File: src/rtl/program_loader.sv
// program_loader: boots the core by streaming a length-prefixed, XOR-checked
// instruction image into instruction memory while holding the core in reset.
module program_loader #(
  parameter int ADDR_W  = 12,
  parameter int INSTR_W = 19,
  parameter int DEPTH   = 4096
) (
  input  logic               clk,
  input  logic               rst,
  input  logic               start,
  input  logic               in_valid,
  input  logic [7:0]         in_data,
  output logic               in_ready,
  output logic               wr_en,
  output logic [ADDR_W-1:0]  wr_addr,
  output logic [INSTR_W-1:0] wr_data,
  output logic               core_rst,
  output logic               busy,
  output logic               done,
  output logic               error,
  output logic [1:0]         err_code,
  output logic [ADDR_W:0]    words_loaded
);
  typedef enum logic [2:0] {IDLE, HDR0, HDR1, PAY, CHK, DONE, ERR} state_t;
  localparam logic [16:0] DEPTH_L = 17'(DEPTH);
  state_t state, nxt;
  logic [7:0] len_lo, b0, b1, csum;
  logic [ADDR_W:0] len_q;
  logic [15:0] len;
  logic [1:0] idx;
  logic acc, len_bad, rsv_bad, last_word;
  assign busy      = state inside {HDR0, HDR1, PAY, CHK};
  assign in_ready  = busy;
  assign done      = state == DONE;
  assign error     = state == ERR;
  assign core_rst  = state != DONE;
  assign acc       = in_valid & in_ready;
  assign len       = {in_data, len_lo};
  assign len_bad   = len == 16'd0 || {1'b0, len} > DEPTH_L;
  assign rsv_bad   = |in_data[7:3];
  assign last_word = words_loaded == len_q - 1'b1;
  always_comb begin
    nxt = state;
    case (state)
      IDLE, DONE, ERR: nxt = start ? HDR0 : state;
      HDR0:    nxt = acc ? HDR1 : HDR0;
      HDR1:    nxt = !acc ? HDR1 : len_bad ? ERR : PAY;
      PAY:     nxt = !(acc && idx == 2'd2) ? PAY : rsv_bad ? ERR : last_word ? CHK : PAY;
      CHK:     nxt = !acc ? CHK : in_data == csum ? DONE : ERR;
      default: nxt = IDLE;
    endcase
  end
  always_ff @(posedge clk or posedge rst) begin
    if (rst) begin
      state        <= IDLE;
      wr_en        <= 1'b0;
      wr_addr      <= '0;
      wr_data      <= '0;
      err_code     <= 2'd0;
      words_loaded <= '0;
      len_lo       <= '0;
      len_q        <= '0;
      b0           <= '0;
      b1           <= '0;
      csum         <= '0;
      idx          <= '0;
    end else begin
      state <= nxt;
      wr_en <= 1'b0;
      if (start && !busy) begin
        csum         <= '0;
        wr_addr      <= '0;
        words_loaded <= '0;
        err_code     <= 2'd0;
        idx          <= '0;
      end
      if (acc && state != CHK) csum <= csum ^ in_data;
      if (acc && state == HDR0) len_lo <= in_data;
      if (acc && state == HDR1) begin
        len_q <= len[ADDR_W:0];
        idx   <= '0;
        if (len_bad) err_code <= 2'd1;
      end
      if (acc && state == PAY) begin
        idx <= idx == 2'd2 ? 2'd0 : idx + 2'd1;
        if (idx == 2'd0) b0 <= in_data;
        if (idx == 2'd1) b1 <= in_data;
        if (idx == 2'd2 && rsv_bad) err_code <= 2'd2;
        // a word with reserved bits set is never written
        if (idx == 2'd2 && !rsv_bad) begin
          wr_en        <= 1'b1;
          wr_addr      <= words_loaded[ADDR_W-1:0];
          wr_data      <= {in_data[2:0], b1, b0};
          words_loaded <= words_loaded + 1'b1;
        end
      end
      if (acc && state == CHK && in_data != csum) err_code <= 2'd3;
    end
  end
endmodule

File: config.mk
export PLATFORM = sky130hd
export DESIGN_NAME = program_loader
export DESIGN_NICKNAME = d
export VERILOG_FILES = /design/src/rtl/program_loader.sv
export SDC_FILE = /design/constraint.sdc
export NUM_CORES = 1
export LEC_CHECK = 0
export CAP_MARGIN = 20
export CORE_MARGIN = 4
export CORE_UTILIZATION = 50
export DETAILED_ROUTE_END_ITERATION = 10
export GPL_TIMING_DRIVEN = 0
export MAX_ROUTING_LAYER = met4
export PLACE_DENSITY = 0.74
export SYNTH_ARGS = -nofsm -noshare
export SYNTH_HDL_FRONTEND = slang
export SYNTH_SLANG_ARGS = --single-unit
File: constraint.sdc
create_clock -name clk -period 4.7 [get_ports clk]
set_input_delay 0.47 -clock clk [delete_from_list [all_inputs] [get_ports clk]]
set_output_delay 0.47 -clock clk [all_outputs]
set_load 0.005 [all_outputs]
==> Word-level counts from Yosys, hierarchy flattened <==
Cells that the tools add are included.
{ "classes": {"eq_ne": 14, "n_mux": 30, "n_addsub": 3, "n_reduce_logical": 24, "n_bitwise": 2, "n_lt_le_gt_ge": 1} }
{ "op_table": {"columns": ["operator", "n"], "rows": [
  ["$mux W13", 3],
  ["$mux W12", 3],
  ["$mux W2", 13],
  ["$mux W3", 6],
  ["$gt A16 B13 Y1 const B", 1],
  ["$logic_not A16 Y1", 1],
  ["$mux W8", 2],
  ["$pmux W3 S5", 1],
  ["$add A13 B1 Y13 const B", 1],
  ["$eq A13 B13 Y1", 1],
  ["$sub A13 B1 Y13 const B", 1],
  ["$logic_and A1 B1 Y1", 10],
  ["$eq A3 B3 Y1 const B", 3],
  ["$eq A8 B8 Y1", 1],
  ["$ne A8 B8 Y1", 1],
  ["$xor A8 B8 Y8", 1],
  ["$eq A3 B2 Y1 const B", 2],
  ["$ne A3 B3 Y1 const B", 2],
  ["$reduce_and A2 Y1", 3],
  ["$reduce_or A5 Y1", 1],
  ["$reduce_bool A4 Y1", 1],
  ["$eq A3 B1 Y1 const B", 1],
  ["$logic_not A3 Y1", 1],
  ["$reduce_bool A3 Y1", 1],
  ["other kinds (11)", 13]
]} }
{ "word_totals": {"out_inout_bits": 52, "reg_bits": 97} }

==> Depth between registers and ports, before layout <==
Gate-level depths: netlist of run 1.
{ "depth": {"depth_word": 10, "ltp_mapped": 8, "depth_no_buf": 8} }

==> Least setup slack after synthesis of run 1 <==
OpenSTA, ideal clock, no wires.
{ "synth_timing": {"kind": "flip-flop to flip-flop", "start": "register len_q[0]", "end": "register state[0]", "setup_ns": 0.132, "arrival_ns": 2.179, "required_ns": 4.568, "period_less_slack_ns": 2.310, "slack_ns": 2.390, "stages_incl_launch_ff": 9, "path_cell_list": "dfrtp_1 -> inv_1 -> ha_1 -> nor3b_1 -> o2bb2ai_1 -> o211ai_1 -> or4b_4 -> nor4_1 -> o31ai_1"} }
{ "synth_via": {"elab_chain_len": 6} }
{ "synth_rtl": {"columns": ["item", "line", "source"], "rows": [
  ["from (decl)", "28", "logic [ADDR_W:0] len_q;"],
  ["from (signal assigned)", "80", "len_q <= len[ADDR_W:0];"],
  ["$sub A13 B1 Y13", "41", "assign last_word = words_loaded == len_q - 1'b1;"],
  ["$eq A13 B13 Y1", "41", null],
  ["$mux W3 (3 in a row)", "48", "PAY: nxt = !(acc && idx == 2'd2) ? PAY : rsv_bad ? ERR : last_word ? CHK : PAY;"],
  ["$pmux W3 S5", "44", "case (state)"],
  ["to (signal assigned)", "68", "state <= nxt;"],
  ["to (decl)", "26", "state_t state, nxt;"]
]} }
Every way passes these cells.
A chain may end at the register's enable or synchronous reset.

==> Worst setup path after layout of run 1 <==
Ends and elaborated chain as after synthesis.

==> results of run 1 <==
registers in the layout, indices dropped and copies added, names as in the netlist, 3 cells and up:
signal and count:
wr_data 19, len_q 13, words_loaded 13, wr_addr 12, b0 8, b1 8
csum 8, len_lo 8, state 3
layer usage:
metal / share of wire (%) / global-route usage (%) / routed length (µm)
met5: 0 / - / 0
met4: 0.90 / 5.32 / 97
met3: 5.8 / 3.85 / 625
met2: 47 / 33.8 / 5070
met1: 46 / 28.8 / 4970
logic make-up after synthesis:
| kind of cell | Yosys count | share of synthesized area (%) |
|---|---|---|
| buf+inv | 32 | 2.79 |
| flops | 97 | 52.5 |
| xor+xnor | 22 | 4.17 |
| fa+ha+maj | 3 | 0.758 |
| mux | 52 | 12.6 |
| compound gates | 84 | 12.7 |
| simple gates | 115 | 14.4 |
per-stage QoR:
stage          power, mW  hold WS, ps  std cells  utilization [%]  cell area (µm²)
5_1_grt             2.90          520        591             63.2             5600
3_5_place_dp        2.18          478        575             61.0             5400
6_report            2.71          495        591             63.2             5600
3_3_place_gp        2.13          469        574             60.6             5370
2_1_floorplan       1.89          460        405                -             4620
4_1_cts             2.72          501        591             63.2             5600
cells in the final DEF (no fill, tap or decap), drive strengths merged, types with 3 or more instances in the layout:
cell and instances:
and3 3, clkdlybuf4s50 61, and4 4, o211ai 6, nor3 7, buf 8, nor2 10, nand3 14
a21o 7, nor2b 4, xor2 10, xnor2 12, nand2b 13, nor3b 8, o31ai 7, a21oi 6
nor4 7, mux2 50, clkbuf 23, nand4 10, inv 15, o21ai 27, dfrtp 97, nand2 25
o2bb2ai 5, a22o 13
layout make-up:
type	count	area share, %
clock buffer	10	2.28
inverter	12	0.850
clock inverter	6	1.27
sequential	97	43.4
timing repair buffer	62	11.4
tap	108	2.42
multi-input combinational	276	36.9
buffer	20	1.50
final timing paths:
| path | from | to | slack (ps) | depth (start not counted) |
|---|---|---|---|---|
| max | len_q[0] | state[0] | 1920 | 8 |
| min | wr_data[16] | wr_data[16] | 500 | 1 |
| max reg2reg | len_q[0] | state[0] | 1920 | 8 |
| min reg2reg | wr_data[16] | wr_data[16] | 500 | 1 |
| max in group asynchronous | rst | len_q[0] | 3540 | 3 |
| min in group asynchronous | rst | csum[4] | 510 | 2 |
where the power goes:
group / internal, mW / switching (mW)
combinational: 0.460 / 0.479
sequential: 1.04 / 0.184
clock: 0.252 / 0.294
total: 1.76 / 0.956
worst reg2reg max path, delay by kind of cell (launching register included):
family	cells	cell delay [ps]
and+or+nand+nor	3	1470
DFF	1	440
AOI/OAI and AO/OA	3	410
adders and majority gates	1	260
buffers and inverters	1	100
==> out/metrics.cfg, run 1 <==
[logic_synthesis]
synth_seq_cells = 97
synthFlopType = dfrtp_1
ys_types = 54
synth_top_cell_area_share_pct = 52.5
yosys_warnings = 0
synthTopCellsByArea = dfrtp_1, mux2_2, mux2_1, a22o_1, o21ai_0
synth_edf_count = 0
synth.most_common_cell = dfrtp_1
syn_area_per_cell_um2 = 11.4
synthArstFlopShare_pct = 100
yosysTopAreaCell = dfrtp_1
ys_top_cells_by_count = dfrtp_1, mux2_2, nand2_1
synth_cells = 405
syn_area_mm2 = 0.00462
seq_area_frac_synth_pct = 52.5
syn-num-nets = 419

[clocking]
postCtsHoldBufs = 0
clk_pin_slew_worst_paths_ps = 100
ctsRootBufferMaster = clkbuf_8
cts_tree = yes
cts_resized = 0
cts_max_level = 3
clock-sinks = 97
cts_max_path_buffers = 2
post-cts-setup-buffers = 0
clk_latency_ps = 350
numCtsBuffers = 9

[setup_path]
cp.required_ps = 4930
cpPeakStageDelay_ps = 530
crit_path_top_delay_cell = or4b_4
path_cells = inv_1 > ha_1 > nor3b_1 > o2bb2ai_1 > o211ai_1 > or4b_4 > nor4_1 > o31ai_1
cp_max_fo = 5
setup.worst_path.start_class = flop
cp_num_buf_inv = 1
end_kind = flop
arrival_ps = 3020
crit_family = simple AND/OR/NAND/NOR gates
worstSetupPathType = reg -> reg

[global_route]
grt_pass1_vias = 3589
groute.usage.overall_pct = 21.4
grt-ovfl-total = 0
grt_max_degree = 56
antenna_found_initial = 0
grt_pass1_wl_um = 18500

[sta]
period_share_pct = 59.2
relSlewSlack_pct = 47.1
finalSetupViolCount = 0
skew_ps = 11.9
final_hold_viol_count = 0
finalSetupTns_ps = 0
fin_ws_ps = 1920
fmax_mhz = 359
min_period_ps = 2780
drv_slew = 0
rsz0062_at_grt = false
worst_pin_slew_ps = 790

[pwr]
vdd_drop_max_v = 0.000284
p_leak_nw = 2.45
powerDensity_mw_per_mm2 = 485

[drt]
wl_per_cell_um = 18.2
viasPerCell = 5.91
via_count = 3494
drcViolationCount = 0
detail_route.wirelength_um = 10800
drtIter0Drc = 163
first_pass_iters = 5
ant_nets = 0

[cells_and_area]
syn2layout_area_growth_pct = 21.1
register_area_mm2 = 0.00243
nNetsFinal = 492
multi_input_area_mm2 = 0.00206
drive_gt1_share_pct = 12.6
diodes = 0
fillCellCount = 738

[placed_design]
place.detailed.hpwl_um = 7860
place.gp.congestion = 0.944
portBuffers = 61
post-place-ws_ps = 1630

[floorplan]
coreArea_mm2 = 0.00885
row_count = 34
start_util_pct = 52.2
io_pins = 64
die_w_um = 104
dieArea_mm2 = 0.0108
die_h_um = 104

[run_status]
status = finished, final reports clean

[job]
cap_viol_max_count = 0

[min_path]
min_path_type = reg -> reg

No activity file was read; power rests on OpenSTA's default activity.
==> inputs of run 2 (changes only) <==
==> constraint.sdc (replaced) <==
create_clock -name clk -period 2.9 [get_ports clk]
set_input_delay 0.29 -clock clk [delete_from_list [all_inputs] [get_ports clk]]
set_output_delay 0.29 -clock clk [all_outputs]
set_load 0.005 [all_outputs]
==> run 2 against run 1 <==
Maximum frequency up 3.7%. Worst hold slack got worse by 160 ps. Via count rose by 0.69%. Flip-flop and latch count did not move. Register-to-register slack got worse by 1700 ps. Core utilization grew 0.13 points. Global-route usage did not move. Non-clock buffer count did not move. Critical path type unchanged. Highest routed layer unchanged.
==> out/metrics.cfg, run 2 (synthesis gave the netlist of run 1 again) <==
[floorplan]
die_w_um = 104  ; unchanged
die_h_um = 104  ; unchanged
coreArea_mm2 = 0.00885  ; unchanged
dieArea_mm2 = 0.0108  ; unchanged
io_pins = 64  ; unchanged
start_util_pct = 52.2  ; unchanged
row_count = 34  ; unchanged

[setup_path]
cp_num_buf_inv = 0  ; -1
path_cells = nor4_2 > and4_1 > o211ai_1 > or4b_4 > nor4_1 > o31ai_1
end_kind = flop
cp.required_ps = 3130  ; -1800 ps
cp.depth = 6  ; -2
worstSetupPathType = reg -> reg
arrival_ps = 2920  ; -100 ps
r2r_setup_slack_ps = 220  ; -1700 ps
crit_path_top_delay_cell = nor4_2
crit_family = simple AND/OR/NAND/NOR gates
setup.worst_path.start_class = flop
cp_max_fo = 8  ; +3
cpPeakStageDelay_ps = 650  ; +120 ps
reg2reg_depth = 6  ; -2

[global_route]
grt_pass1_vias = 3589  ; unchanged
grt_pass1_wl_um = 18500  ; unchanged
grt_max_degree = 56  ; unchanged
antenna_found_initial = 0  ; unchanged
groute.usage.overall_pct = 21.4  ; unchanged
grt-ovfl-total = 0  ; unchanged

[drt]
first_pass_iters = 4  ; -1
drcViolationCount = 0  ; unchanged
ant_nets = 0  ; unchanged
viasPerCell = 5.95  ; +0.69%
via_count = 3518  ; +0.69%
detail_route.wirelength_um = 10800  ; +0.36%
drtIter0Drc = 175  ; +7.4%
wl_per_cell_um = 18.3  ; +0.36%

[clocking]
clock-sinks = 97  ; unchanged
post-cts-setup-buffers = 0  ; unchanged
cts_tree = yes
postCtsHoldBufs = 0  ; unchanged
numCtsBuffers = 9  ; unchanged
cts_max_path_buffers = 2  ; unchanged
clk_pin_slew_worst_paths_ps = 100  ; about the same
cts_max_level = 3  ; unchanged
clk_latency_ps = 350  ; about the same
ctsRootBufferMaster = clkbuf_8

[placed_design]
portBuffers = 61  ; unchanged
placed_area_mm2 = 0.00540  ; unchanged
place.detailed.hpwl_um = 7860  ; unchanged
place.gp.congestion = 0.944  ; unchanged

[cells_and_area]
diodes = 0  ; unchanged
largest_register = wr_data
multi_input_area_mm2 = 0.00208  ; +0.55%
drive_gt1_share_pct = 13.0  ; +0.41 points
stdcell_area_mm2 = 0.00561  ; +0.20%
largestRegisters = wr_data (19), len_q (13), words_loaded (13)
syn2layout_area_growth_pct = 21.3
nNetsFinal = 492  ; unchanged
final_cell_mix = dfrtp_1, clkdlybuf4s50_1, mux2_2, nand2_1, o21ai_0
fillCellCount = 737  ; -0.14%
final_common_cell = dfrtp_1
largest_reg_flops = 19  ; unchanged
register_area_mm2 = 0.00243  ; unchanged

[run_status]
status = finished, final reports clean

[sta]
worst_pin_slew_ps = 786  ; -4.10 ps
period_share_pct = 92.6  ; +33 points
rsz0062_at_grt = false
relSlewSlack_pct = 47.4  ; +0.27 points
final_hold_viol_count = 0  ; unchanged
drv_slew = 0  ; unchanged
finalSetupViolCount = 0  ; unchanged
min_period_ps = 2680  ; -98.7 ps
skew_ps = 10.2  ; -1.61 ps
finalSetupTns_ps = 0  ; unchanged
fmax_mhz = 373  ; +3.7%

[min_path]
min_path_type = in -> async

[job]
cap_viol_max_count = 0  ; unchanged

[pwr]
powerDensity_mw_per_mm2 = 787  ; +62%
vdd_drop_max_v = 0.000462  ; +62%
p_leak_nw = 2.46  ; +0.13%

run 2: cell types whose count changed in the layout (fill, tap and decap cells not counted):
cell | previous run | this run
nor3b_1 | 6 | 5
nor3b_2 | 2 | 3
nor4_1 | 6 | 5
nor4_2 | 1 | 2
run 2: final timing paths:
kind,from,endpoint
max,len_q[4],state[0]
min,rst,csum[4]
max reg2reg,len_q[4],state[0]
min reg2reg,wr_data[16],wr_data[16]
max in group asynchronous,rst,words_loaded[9]
min in group clk,in_data[3],len_q[11]
run 2: timing repair:
item / 4_1_cts / 5_1_grt
endpoints found under the setup margin: 0 / 1
hold endpoints to repair: 0 / 0
resized for setup: 0 / 2
run 2: routing by layer:
layer | share of wire (%) | vias up | GRT usage, %
met5 | 0 | - | -
met4 | 1.3 | 0 | 5.32
met3 | 5.1 | 15 | 3.85
met2 | 47 | 110 | 33.8
met1 | 47 | 1766 | 28.8
li1 | - | 1627 | -
run 2: layout make-up:
class	instances	share of cell area, %
plain buffers	20	1.50
repair buffers	62	11.4
clock inverters	6	1.27
clock buffers	10	2.28
inverters	12	0.848
multi-input cells	276	37.0
well taps	108	2.41
flip-flops and latches	97	43.3
run 2: stage by stage:
step | power (mW) | setup slack (ps) | std cells | util, % | hold slack (ps)
3_3_place_gp | 3.46 | -1320 | 574 | 60.6 | 469
4_1_cts | 4.41 | 128 | 591 | 63.2 | 347
2_1_floorplan | 3.07 | 76.3 | 405 | - | 407
5_1_grt | 4.71 | 27.5 | 591 | 63.4 | 366
3_5_place_dp | 3.53 | 11.8 | 575 | 61.0 | 478
6_report | 4.41 | 216 | 591 | 63.4 | 331
run 2: worst reg2reg max path: cells and delay by family (launching register included):
family,cells,cell delay (ps)
AO/OA/AOI/OAI,2,210
AND/OR/NAND/NOR,4,1900
flip-flops,1,470
run 2: power by group:
group / internal, mW / leakage [nW] / total [mW] / switching [mW]
Combinational: 0.751 / 1.09 / 1.53 / 0.779
Sequential: 1.69 / 1.28 / 1.99 / 0.302
Clock: 0.409 / 0.0939 / 0.887 / 0.478
Total: 2.85 / 2.46 / 4.41 / 1.56
